### config.mk
export PLATFORM = sky130hd
export DESIGN_NAME = dsp_addsub_pipe
export DESIGN_NICKNAME = d
export VERILOG_FILES = /design/src/rtl/dsp_pkg.sv /design/src/rtl/dsp_lane_add.sv /design/src/rtl/dsp_addsub_pipe.sv
export SDC_FILE = /design/constraint.sdc
export NUM_CORES = 1
export LEC_CHECK = 0
export ABC_AREA = 1
export ABC_CLOCK_PERIOD_IN_PS = 4530
export CORE_ASPECT_RATIO = 0.75
export CORE_MARGIN = 2
export CORE_UTILIZATION = 50
export DETAILED_ROUTE_END_ITERATION = 12
export GPL_TIMING_DRIVEN = 0
export PLACE_DENSITY = 0.73
export SLEW_MARGIN = 20
export SYNTH_ARGS = -nofsm -noshare
export SYNTH_HDL_FRONTEND = slang
export SYNTH_HIERARCHICAL = 1
export SYNTH_SLANG_ARGS = --single-unit
### constraint.sdc
create_clock -name clk -period 4.53 [get_ports clk]
set_input_delay 0.453 -clock clk [delete_from_list [all_inputs] [get_ports clk]]
set_output_delay 0.453 -clock clk [all_outputs]
set_load 0.005 [all_outputs]
### src/rtl/dsp_pkg.sv
// dsp_pkg: shared constants and helpers for the sail-core add/subtract datapath.
//   LANE_W       - width of one adder lane (one SB_MAC16 adder half)
//   MAX_W        - widest operand the helpers support
//   OP_ADD/OP_SUB - in_op encodings
//   sat_max/min  - signed saturation limits of a given width, zero-extended to MAX_W
package dsp_pkg;

    localparam int LANE_W = 16;
    localparam int MAX_W  = 128;

    localparam logic OP_ADD = 1'b0;
    localparam logic OP_SUB = 1'b1;

    // Largest signed value representable in w bits: 0111...1
    function automatic logic [MAX_W-1:0] sat_max(input int w);
        logic [MAX_W-1:0] one;
        one    = '0;
        one[0] = 1'b1;
        return (one << (w - 1)) - one;
    endfunction

    // Smallest signed value representable in w bits: 1000...0
    function automatic logic [MAX_W-1:0] sat_min(input int w);
        logic [MAX_W-1:0] one;
        one    = '0;
        one[0] = 1'b1;
        return one << (w - 1);
    endfunction

endpackage

### src/rtl/dsp_lane_add.sv
// dsp_lane_add: one registered 16-bit adder lane with carry-in.
//   clk, rst_n      - clock, synchronous active-low reset
//   en              - pipeline advance; when low every register holds
//   vin             - valid of the beat presented on a/b/cin
//   a, b, cin       - lane operands (b already conditioned for subtract)
//   sum_q, cout_q   - registered lane sum and carry-out
//   vout_q          - registered valid travelling with the sum
module dsp_lane_add
    import dsp_pkg::*;
(
    input  logic              clk,
    input  logic              rst_n,
    input  logic              en,
    input  logic              vin,
    input  logic [LANE_W-1:0] a,
    input  logic [LANE_W-1:0] b,
    input  logic              cin,
    output logic [LANE_W-1:0] sum_q,
    output logic              cout_q,
    output logic              vout_q
);

    logic [LANE_W:0]   add_s;
    logic [LANE_W-1:0] sum_d;
    logic              cout_d;
    logic              vout_d;

    // Lane add and hold-or-load selection for the lane registers
    always_comb begin
        add_s = {1'b0, a} + {1'b0, b} + {{LANE_W{1'b0}}, cin};
        if (en) begin
            sum_d  = add_s[LANE_W-1:0];
            cout_d = add_s[LANE_W];
            vout_d = vin;
        end else begin
            sum_d  = sum_q;
            cout_d = cout_q;
            vout_d = vout_q;
        end
    end

    // Lane registers
    always_ff @(posedge clk) begin
        if (!rst_n) begin
            sum_q  <= '0;
            cout_q <= 1'b0;
            vout_q <= 1'b0;
        end else begin
            sum_q  <= sum_d;
            cout_q <= cout_d;
            vout_q <= vout_d;
        end
    end

endmodule

### src/rtl/dsp_addsub_pipe.sv
// dsp_addsub_pipe: pipelined WIDTH-bit add/subtract, one 16-bit lane per stage,
// followed by a registered output stage holding flags and optional saturation.
//   clk, rst_n            - clock, synchronous active-low reset
//   in_valid/in_ready     - operand handshake (in_ready = global advance)
//   in_a, in_b, in_op     - operands, 0 = A+B, 1 = A-B
//   out_valid/out_ready   - result handshake with backpressure
//   out_sum               - result (wrapped, or clamped when SATURATE = 1)
//   out_cout              - carry-out for add, not-borrow for subtract
//   out_ovf               - signed overflow of the true result
module dsp_addsub_pipe
    import dsp_pkg::*;
#(
    parameter int WIDTH    = 32,
    parameter bit SATURATE = 1'b0
) (
    input  logic             clk,
    input  logic             rst_n,
    input  logic             in_valid,
    output logic             in_ready,
    input  logic [WIDTH-1:0] in_a,
    input  logic [WIDTH-1:0] in_b,
    input  logic             in_op,
    output logic             out_valid,
    input  logic             out_ready,
    output logic [WIDTH-1:0] out_sum,
    output logic             out_cout,
    output logic             out_ovf
);

    localparam int LANES = WIDTH / LANE_W;
    localparam logic [WIDTH-1:0] SMAX = WIDTH'(sat_max(WIDTH));
    localparam logic [WIDTH-1:0] SMIN = WIDTH'(sat_min(WIDTH));

    logic              adv_s;
    logic [WIDTH-1:0]  bp_s;
    logic              cin0_s;
    logic [LANE_W-1:0] lane_a_s   [LANES];
    logic [LANE_W-1:0] lane_b_s   [LANES];
    logic [LANE_W-1:0] lane_sum_s [LANES];
    logic [LANES-1:0]  lane_cin_s;
    logic [LANES-1:0]  lane_vin_s;
    logic [LANES-1:0]  lane_c_s;
    logic [LANES-1:0]  lane_v_s;
    logic              a_msb_d, a_msb_q;
    logic              b_msb_d, b_msb_q;
    logic [WIDTH-1:0]  raw_sum_s;
    logic [WIDTH-1:0]  sat_sum_s;
    logic              ovf_s;
    logic              out_valid_d, out_valid_q;
    logic [WIDTH-1:0]  out_sum_d, out_sum_q;
    logic              out_cout_d, out_cout_q;
    logic              out_ovf_d, out_ovf_q;

    // The whole pipeline moves as one: it stalls only when a result is stuck at the output
    assign adv_s     = !out_valid_q || out_ready;
    assign in_ready  = adv_s;
    assign out_valid = out_valid_q;
    assign out_sum   = out_sum_q;
    assign out_cout  = out_cout_q;
    assign out_ovf   = out_ovf_q;

    // Subtract is A + ~B + 1: invert B and inject the +1 as lane-0 carry-in
    always_comb begin
        case (in_op)
            OP_ADD: begin
                bp_s   = in_b;
                cin0_s = 1'b0;
            end
            OP_SUB: begin
                bp_s   = ~in_b;
                cin0_s = 1'b1;
            end
            default: begin
                bp_s   = in_b;
                cin0_s = 1'b0;
            end
        endcase
    end

    for (genvar k = 0; k < LANES; k++) begin : g_stage
        // Operand lanes k..LANES-1 as seen by stage k (lower lanes already consumed)
        logic [(LANES-k)*LANE_W-1:0] rem_a_s;
        logic [(LANES-k)*LANE_W-1:0] rem_b_s;

        if (k == 0) begin : g_src
            assign rem_a_s       = in_a;
            assign rem_b_s       = bp_s;
            assign lane_cin_s[k] = cin0_s;
            assign lane_vin_s[k] = in_valid;
        end else begin : g_src
            assign rem_a_s       = g_stage[k-1].g_up.up_a_q;
            assign rem_b_s       = g_stage[k-1].g_up.up_b_q;
            assign lane_cin_s[k] = lane_c_s[k-1];
            assign lane_vin_s[k] = lane_v_s[k-1];
        end

        assign lane_a_s[k] = rem_a_s[LANE_W-1:0];
        assign lane_b_s[k] = rem_b_s[LANE_W-1:0];

        dsp_lane_add u_lane (
            .clk    (clk),
            .rst_n  (rst_n),
            .en     (adv_s),
            .vin    (lane_vin_s[k]),
            .a      (lane_a_s[k]),
            .b      (lane_b_s[k]),
            .cin    (lane_cin_s[k]),
            .sum_q  (lane_sum_s[k]),
            .cout_q (lane_c_s[k]),
            .vout_q (lane_v_s[k])
        );

        // Skew: upper operand lanes wait here until their carry is ready
        if (k < LANES - 1) begin : g_up
            logic [(LANES-k-1)*LANE_W-1:0] up_a_d, up_a_q;
            logic [(LANES-k-1)*LANE_W-1:0] up_b_d, up_b_q;

            // Load the not-yet-added lanes or hold on stall
            always_comb begin
                if (adv_s) begin
                    up_a_d = rem_a_s[(LANES-k)*LANE_W-1:LANE_W];
                    up_b_d = rem_b_s[(LANES-k)*LANE_W-1:LANE_W];
                end else begin
                    up_a_d = up_a_q;
                    up_b_d = up_b_q;
                end
            end

            // Skew registers
            always_ff @(posedge clk) begin
                if (!rst_n) begin
                    up_a_q <= '0;
                    up_b_q <= '0;
                end else begin
                    up_a_q <= up_a_d;
                    up_b_q <= up_b_d;
                end
            end
        end

        // Deskew: finished lower sum lanes ride alongside lane k's sum
        if (k > 0) begin : g_lo
            logic [k*LANE_W-1:0] lo_src_s;
            logic [k*LANE_W-1:0] lo_d, lo_q;

            if (k == 1) begin : g_cat
                assign lo_src_s = lane_sum_s[0];
            end else begin : g_cat
                assign lo_src_s = {lane_sum_s[k-1], g_stage[k-1].g_lo.lo_q};
            end

            // Load the completed lower lanes or hold on stall
            always_comb begin
                if (adv_s) begin
                    lo_d = lo_src_s;
                end else begin
                    lo_d = lo_q;
                end
            end

            // Deskew registers
            always_ff @(posedge clk) begin
                if (!rst_n) begin
                    lo_q <= '0;
                end else begin
                    lo_q <= lo_d;
                end
            end
        end
    end

    if (LANES == 1) begin : g_res
        assign raw_sum_s = lane_sum_s[0];
    end else begin : g_res
        assign raw_sum_s = {lane_sum_s[LANES-1], g_stage[LANES-1].g_lo.lo_q};
    end

    // Operand sign bits captured with the top lane, needed for the overflow test
    always_comb begin
        if (adv_s) begin
            a_msb_d = lane_a_s[LANES-1][LANE_W-1];
            b_msb_d = lane_b_s[LANES-1][LANE_W-1];
        end else begin
            a_msb_d = a_msb_q;
            b_msb_d = b_msb_q;
        end
    end

    // Sign-bit registers
    always_ff @(posedge clk) begin
        if (!rst_n) begin
            a_msb_q <= 1'b0;
            b_msb_q <= 1'b0;
        end else begin
            a_msb_q <= a_msb_d;
            b_msb_q <= b_msb_d;
        end
    end

    // Overflow: same-sign operands producing a different-sign result; clamp toward A's sign
    always_comb begin
        ovf_s = (a_msb_q == b_msb_q) && (raw_sum_s[WIDTH-1] != a_msb_q);
        if (SATURATE && ovf_s) begin
            sat_sum_s = a_msb_q ? SMIN : SMAX;
        end else begin
            sat_sum_s = raw_sum_s;
        end
        if (adv_s) begin
            out_valid_d = lane_v_s[LANES-1];
            out_sum_d   = sat_sum_s;
            out_cout_d  = lane_c_s[LANES-1];
            out_ovf_d   = ovf_s;
        end else begin
            out_valid_d = out_valid_q;
            out_sum_d   = out_sum_q;
            out_cout_d  = out_cout_q;
            out_ovf_d   = out_ovf_q;
        end
    end

    // Output registers
    always_ff @(posedge clk) begin
        if (!rst_n) begin
            out_valid_q <= 1'b0;
            out_sum_q   <= '0;
            out_cout_q  <= 1'b0;
            out_ovf_q   <= 1'b0;
        end else begin
            out_valid_q <= out_valid_d;
            out_sum_q   <= out_sum_d;
            out_cout_q  <= out_cout_d;
            out_ovf_q   <= out_ovf_d;
        end
    end

endmodule
==> flow_summary.json, run 1 <==
{
  "synth_cell_types": 34,
  "crit_arrival_ns": 3.17,
  "antenna_cells": 0,
  "wl_per_cell_um": 13.0,
  "post_cts.repair.setup_buffers": 0,
  "clock_skew_ns": 0.00810,
  "yosysMostFrequentCell": "nor2_1",
  "timing.rr.start": "g_stage[0].g_up.up_a_q[0]$_SDFFE_PN0P_",
  "ys_warn_count": 6,
  "ios": 105,
  "cts_root_buf": "clkbuf_16",
  "crit_path_max_fanout": 10,
  "endpoint_kind": "flop",
  "synthTopCellsByArea": "dfxtp_1 36%, nor2_1 13%, nand2_1 11%, o21ai_0 7.2%, inv_1 6.9%",
  "first_global_vias": 5801,
  "netlist_instances": 1001,
  "period_share_pct": 63.1,
  "io_buffer_count": 104,
  "synth_ff_type": "dfxtp_1",
  "synth_nets": 1104,
  "ir_drop_mv": 0.255,
  "fp.dieH_um": 104,
  "p_total_w": 0.00320,
  "power_density_nw_per_um2": 375,
  "ff2ff_path_depth": 12,
  "area_delta_synth_final_pct": 26.9,
  "grt_usage_pct": 24.9,
  "power_frac_comb_pct": 21.8,
  "cts-hold-fix-buffers": 0,
  "critPathKind": "input pin to flop",
  "setup_viol": 0,
  "synth_top_cells_by_count": "232 x nor2_1, 195 x nand2_1, 124 x inv_1",
  "crit_required_ns": 4.84,
  "cp-start-kind": "input pin",
  "fin_crit_ns": 2.86,
  "final-hold-violation-count": 0,
  "drtPass1Iterations": 6,
  "min_to": "out_valid$_SDFFE_PN0P_",
  "crit_top_cell": "nand2_1",
  "worstSetupStartpoint": "in_op",
  "power_frac_clock_pct": 39.5,
  "holdPathStages": 1,
  "status": "completed",
  "critPathMaxStageDelay_ns": 0.49,
  "dpl.hpwl_mm": 12.9,
  "htreeDepth": 4,
  "path_cells": "clkdlybuf4s50_1 -> buf_2 -> buf_2 -> xor2_1 -> fa_1 -> fa_1 -> nand2_1 -> nand2_1 -> nand3b_1 -> nand2_1 -> nand2_1 -> nand2_1 -> nand2_1 -> nand3_1 -> nand2_1 -> inv_1",
  "drtAntennaViolNets": 0,
  "syn_area_per_cell_sq_um": 6.72,
  "rrSetupSlack_ns": 2.43,
  "hp-start": "g_stage[1].u_lane/vout_q$_SDFFE_PN0P_",
  "swShare_pct": 29.5,
  "cts_buffers": 17,
  "drt_iter0_markers": 465,
  "path_clk_slew_ns": 0.05,
  "core_sq_um": 13100,
  "ys_seq_elements": 121,
  "crit_slowest_cell": "clkdlybuf4s50_1",
  "max_slew_margin_pct": 52.9,
  "power_switching_w": 0.000945,
  "fillCellCount": 1265,
  "cts_resized": 0,
  "vias_per_cell": 4.92,
  "drcViolationCount": 0,
  "antenna_found_initial": 0,
  "p_leak_nw": 4.26,
  "critPathBufInv": 4,
  "cts_tree": "done",
  "initial_utilization_pct": 51.5,
  "internal_power_w": 0.00226,
  "cts_sinks": 121,
  "cap_violations": 0,
  "worst_pin_slew_ns": 0.704,
  "ys_seq_area_share_pct": 36.0,
  "seq_power_share_pct": 38.8,
  "synth_area_sq_um": 6720,
  "worstHoldPathType": "flop to flop",
  "max_freq_ghz": 0.350,
  "grt_pass1_wl_mm": 28.2,
  "gp_congestion": 0.893,
  "netlist.area_leader.share_pct": 36.0,
  "seqCellArea_sq_um": 2420,
  "layout-drive-gt1-share_pct": 8.55,
  "vias": 6427,
  "grt_overflow": 0,
  "timing.rr.end": "g_stage[1].u_lane/sum_q[10]$_SDFFE_PN0P_",
  "synth-edff-count": 0,
  "nets": 1227,
  "finalSetupTns_ns": 0,
  "multi_input_area_sq_um": 3480,
  "wl_mm": 17.0,
  "die_x_um": 138,
  "synthArstFlopShare_pct": 0,
  "cp_top_family": "buffers and inverters",
  "yosysTopAreaCell": "dfxtp_1",
  "slew_violations": 0,
  "grt_setup_unrepaired": "false",
  "worstSkewPairLatency_ns": 0.42,
  "die_area_sq_um": 14400,
  "grt_start_max_net_pins": 19,
  "clk_path_buf_depth": 2,
  "rows": 36
}
==> how the worst max path moves through the flow <==
stage                                                          end  slack (ns)  cells past startpoint
after floorplan            g_stage[0].u_lane/sum_q[8]$_SDFFE_PN0P_        2.03                     14
after global placement     g_stage[0].u_lane/sum_q[8]$_SDFFE_PN0P_        1.28                     15
after detailed placement  g_stage[0].u_lane/sum_q[10]$_SDFFE_PN0P_        1.27                     16
after CTS                 g_stage[0].u_lane/sum_q[10]$_SDFFE_PN0P_        1.71                     16
after global routing      g_stage[0].u_lane/sum_q[10]$_SDFFE_PN0P_        1.47                     16
final                     g_stage[0].u_lane/sum_q[10]$_SDFFE_PN0P_        1.67                     16
==> cell type report <==
| type | instances | share of cell area, % |
|---|---|---|
| Buffer | 40 | 3.67 |
| Clock buffer | 19 | 5.31 |
| Clock inverter | 11 | 1.17 |
| Inverter | 134 | 5.90 |
| Multi-Input combinational cell | 706 | 40.8 |
| Sequential cell | 121 | 28.4 |
| Tap cell | 171 | 2.51 |
| Timing Repair Buffer | 104 | 12.2 |
==> metrics by stage <==
step	cell area [sq um]	util, %	cells	setup slack, ns	hold slack [ns]
after floorplan	6720	-	1001	2.03	0.435
after global placement	7980	61.1	1276	1.28	0.449
after detailed placement	7980	61.1	1276	1.27	0.455
after CTS	8530	65.3	1306	1.71	0.467
after global routing	8530	65.3	1306	1.47	0.507
final	8530	65.3	1306	1.67	0.464
==> logic make-up after synthesis <==
logic type	count (synthesis)	share of synthesized area [%]
buffers and inverters	174	12.1
DFF	121	36.0
adders and majority gates	34	6.77
and+or+nand+nor	507	31.0
AOI/OAI and AO/OA	139	10.7
xor gates and xnor gates	26	3.39
==> placed cells by master (no fill, tap or decap), drive strengths merged <==
cell	netlist	final
inv	134	135
ha	30	30
o211ai	4	4
clkinv	0	7
o31ai	2	2
clkinvlp	0	2
and2	2	2
o21ai	99	99
dlymetal6s2s	1	1
xor2	23	23
nor3	8	8
clkdlybuf4s50	0	104
nand2	209	209
clkbuf	12	31
xnor2	3	3
o21a	1	1
dfxtp	121	121
or2	3	3
buf	27	27
nor2	234	234
nand4	2	2
nand3b	3	3
bufinv	0	1
a21oi	33	33
fa	4	4
nand3	46	46
==> worst register-to-register path, cell delays in order, from the launching register on <==
cell      delay [ns]
dfxtp_1         0.32
fa_1            0.49
fa_1            0.42
nand2_1         0.08
nand2_1         0.06
nand3b_1        0.10
nand2_1         0.10
nand2_1         0.09
nand2_1         0.05
nand2_1         0.05
nand3_1         0.12
nand2_1         0.09
inv_1           0.03
==> per-layer routing <==
metal	wire (um)	track usage [%]
met4	146	6.49
met1	9130	40.0
met2	6480	32.9
met5	0	0
met3	1240	5.02
==> power by group through the flow <==
stage          combinational [W]  clock (W)  sequential, W
2_1_floorplan           0.000446          0        0.00124
3_3_place_gp            0.000670          0        0.00126
3_5_place_dp            0.000680          0        0.00126
4_1_cts                 0.000688    0.00127        0.00124
5_1_grt                 0.000787    0.00133        0.00125
6_report                0.000696    0.00126        0.00124
==> registers in the layout, summed over array words and instances, names as in the netlist, 2 cells and up <==
signal / count
g_stage.u_lane/cout_q: 2
g_stage.g_lo.lo_q: 16
g_stage.g_up.up_b_q: 16
g_stage.u_lane/sum_q: 32
g_stage.u_lane/vout_q: 2
g_stage.g_up.up_a_q: 16
out_sum: 32
Note: power is estimated with default switching activity, not from simulation.
==> inputs of run 2 (changes only) <==
--- a/config.mk
+++ b/config.mk
@@ -6,7 +6,7 @@
 export NUM_CORES = 1
 export LEC_CHECK = 0
 export ABC_AREA = 1
-export ABC_CLOCK_PERIOD_IN_PS = 4530
+export ABC_CLOCK_PERIOD_IN_PS = 2700
 export CORE_ASPECT_RATIO = 0.75
 export CORE_MARGIN = 2
 export CORE_UTILIZATION = 50
==> constraint.sdc (replaced) <==
create_clock -name clk -period 2.7 [get_ports clk]
set_input_delay 0.27 -clock clk [delete_from_list [all_inputs] [get_ports clk]]
set_output_delay 0.27 -clock clk [all_outputs]
set_load 0.005 [all_outputs]
==> run 2 against run 1 <==
Combinational power increased by 68%. First-iteration DRC count rose by 3.0%. Clock skew is 0.00055 ns higher. Critical path depth shrank 1. Utilization grew 0.067 points. Largest power group unchanged. Highest routed layer unchanged.
==> flow_summary.json, run 2 (same netlist as run 1, synthesis figures left out) <==
{
  "crit_required_ns": 3.02,
  "clock_skew_ns": 0.00865,
  "critPathKind": "input pin to flop",
  "grt_usage_pct": 24.9,
  "fin_crit_ns": 2.48,
  "drtPass1Iterations": 5,
  "fp.dieH_um": 104,
  "postLayoutSetupSlackWorst_ns": 0.219,
  "layout_commonest_cell": "nor2_1",
  "power_density_nw_per_um2": 628,
  "internal_power_w": 0.00379,
  "path_clk_slew_ns": 0.05,
  "max_slew_margin_pct": 55.3,
  "p_leak_nw": 4.26,
  "power_frac_clock_pct": 39.5,
  "htreeDepth": 4,
  "drt_iter0_markers": 479,
  "crit_arrival_ns": 2.80,
  "detailedPlace.worstSlack_ns": -0.373,
  "gp_congestion": 0.893,
  "drcViolationCount": 0,
  "stdcell_count": 1306,
  "utilization_pct": 65.4,
  "layout-drive-gt1-share_pct": 8.63,
  "vias": 6383,
  "worstHoldPathType": "input pin to flop",
  "cap_violations": 0,
  "dpl.hpwl_mm": 12.9,
  "rrSetupSlack_ns": 0.59,
  "antenna_found_initial": 0,
  "clk_path_buf_depth": 2,
  "fillCellCount": 1263,
  "max_freq_ghz": 0.403,
  "crit_slowest_cell": "clkdlybuf4s50_1",
  "crit_top_cell": "nand2_1",
  "nets": 1227,
  "critPathBufInv": 4,
  "final-hold-violation-count": 0,
  "wl_mm": 16.9,
  "vias_per_cell": 4.89,
  "status": "completed",
  "cts_tree": "done",
  "core_sq_um": 13100,
  "cts_root_buf": "clkbuf_16",
  "endpoint_kind": "flop",
  "dp_cells": 1276,
  "die_x_um": 138,
  "wl_per_cell_um": 13.0,
  "period_share_pct": 91.9,
  "grt_setup_unrepaired": "false",
  "drtAntennaViolNets": 0,
  "path_cells": "clkdlybuf4s50_1 -> buf_2 -> buf_6 -> xor2_1 -> fa_2 -> fa_1 -> nand2_1 -> nand2_1 -> and2_4 -> nand2_2 -> nand2_2 -> xnor2_1 -> nand2_1 -> nand2_1 -> inv_1",
  "cp_top_family": "adder cells",
  "antenna_cells": 0,
  "power_switching_w": 0.00158,
  "grt_overflow": 0,
  "worstSkewPairLatency_ns": 0.42,
  "swShare_pct": 29.5,
  "first_global_vias": 5801,
  "slew_violations": 0,
  "grt_pass1_wl_mm": 28.2,
  "setup_viol": 0,
  "power_frac_comb_pct": 21.7,
  "die_area_sq_um": 14400,
  "ios": 105,
  "seq_power_share_pct": 38.8,
  "cts_sinks": 121,
  "critPathMaxStageDelay_ns": 0.44,
  "grt_start_max_net_pins": 19,
  "io_buffer_count": 104,
  "ir_drop_mv": 0.428,
  "rows": 36,
  "fin_hold_ws_ns": 0.444,
  "crit_path_max_fanout": 10,
  "worst_pin_slew_ns": 0.669,
  "initial_utilization_pct": 51.5,
  "layout_common_cells": "232 x nor2_1, 195 x nand2_1, 124 x inv_1",
  "cts_buffers": 17,
  "area_delta_synth_final_pct": 27.0,
  "cp-start-kind": "input pin"
}
run 2: metrics by stage:
| stage | instance area, sq um | total power [W] | TNS, ns |
|---|---|---|---|
| after detailed placement | 7980 | 0.00325 | -2.14 |
| final | 8540 | 0.00537 | 0 |
| after CTS | 8530 | 0.00537 | 0 |
| after floorplan | 6720 | 0.00283 | 0 |
| after global placement | 7980 | 0.00324 | -1.94 |
| after global routing | 8540 | 0.00565 | 0 |
run 2: repair_timing:
action,CTS,global route
gates resized for setup,0,4
hold buffers,0,0
setup endpoints to repair,0,6
buffers inserted,0,0
run 2: layer usage:
metal / up-vias / global-route usage (%) / routed length, um
met5: - / 0 / 0
met4: 0 / 6.49 / 142
met3: 16 / 5.02 / 1270
met2: 206 / 32.9 / 6450
met1: 2801 / 40.0 / 9080
li1: 3360 / - / -
run 2: worst paths after layout:
path / start / cells past startpoint / to
setup / recovery: in_op / 15 / g_stage[0].u_lane/sum_q[8]$_SDFFE_PN0P_
hold / removal: in_a[24] / 3 / g_stage[0].g_up.up_a_q[8]$_SDFFE_PN0P_
setup reg to reg: g_stage[0].g_up.up_a_q[0]$_SDFFE_PN0P_ / 12 / g_stage[1].u_lane/sum_q[10]$_SDFFE_PN0P_
hold reg to reg: g_stage[1].u_lane/vout_q$_SDFFE_PN0P_ / 1 / out_valid$_SDFFE_PN0P_
run 2: area by class of cell:
| type | instances | area, sq um | share of cell area [%] |
|---|---|---|---|
| Multi-Input combinational cell | 706 | 3490 | 40.8 |
| Sequential cell | 121 | 2420 | 28.4 |
| Timing Repair Buffer | 104 | 1040 | 12.2 |
| Inverter | 134 | 503 | 5.89 |
| Clock buffer | 19 | 453 | 5.30 |
| Buffer | 40 | 319 | 3.74 |
| Tap cell | 171 | 214 | 2.51 |
| Clock inverter | 11 | 100 | 1.17 |
run 2: worst min-delay path: stages:
cell,delay [ns]
clkdlybuf4s50_1,0.40
nor2_1,0.10
nor2_1,0.05
run 2: power groups by stage:
stage	registers (W)	logic, W	clock network [W]
6_report	0.00208	0.00117	0.00212
5_1_grt	0.00210	0.00132	0.00223
4_1_cts	0.00208	0.00115	0.00214
3_5_place_dp	0.00211	0.00114	0
3_3_place_gp	0.00211	0.00112	0
2_1_floorplan	0.00208	0.000748	0
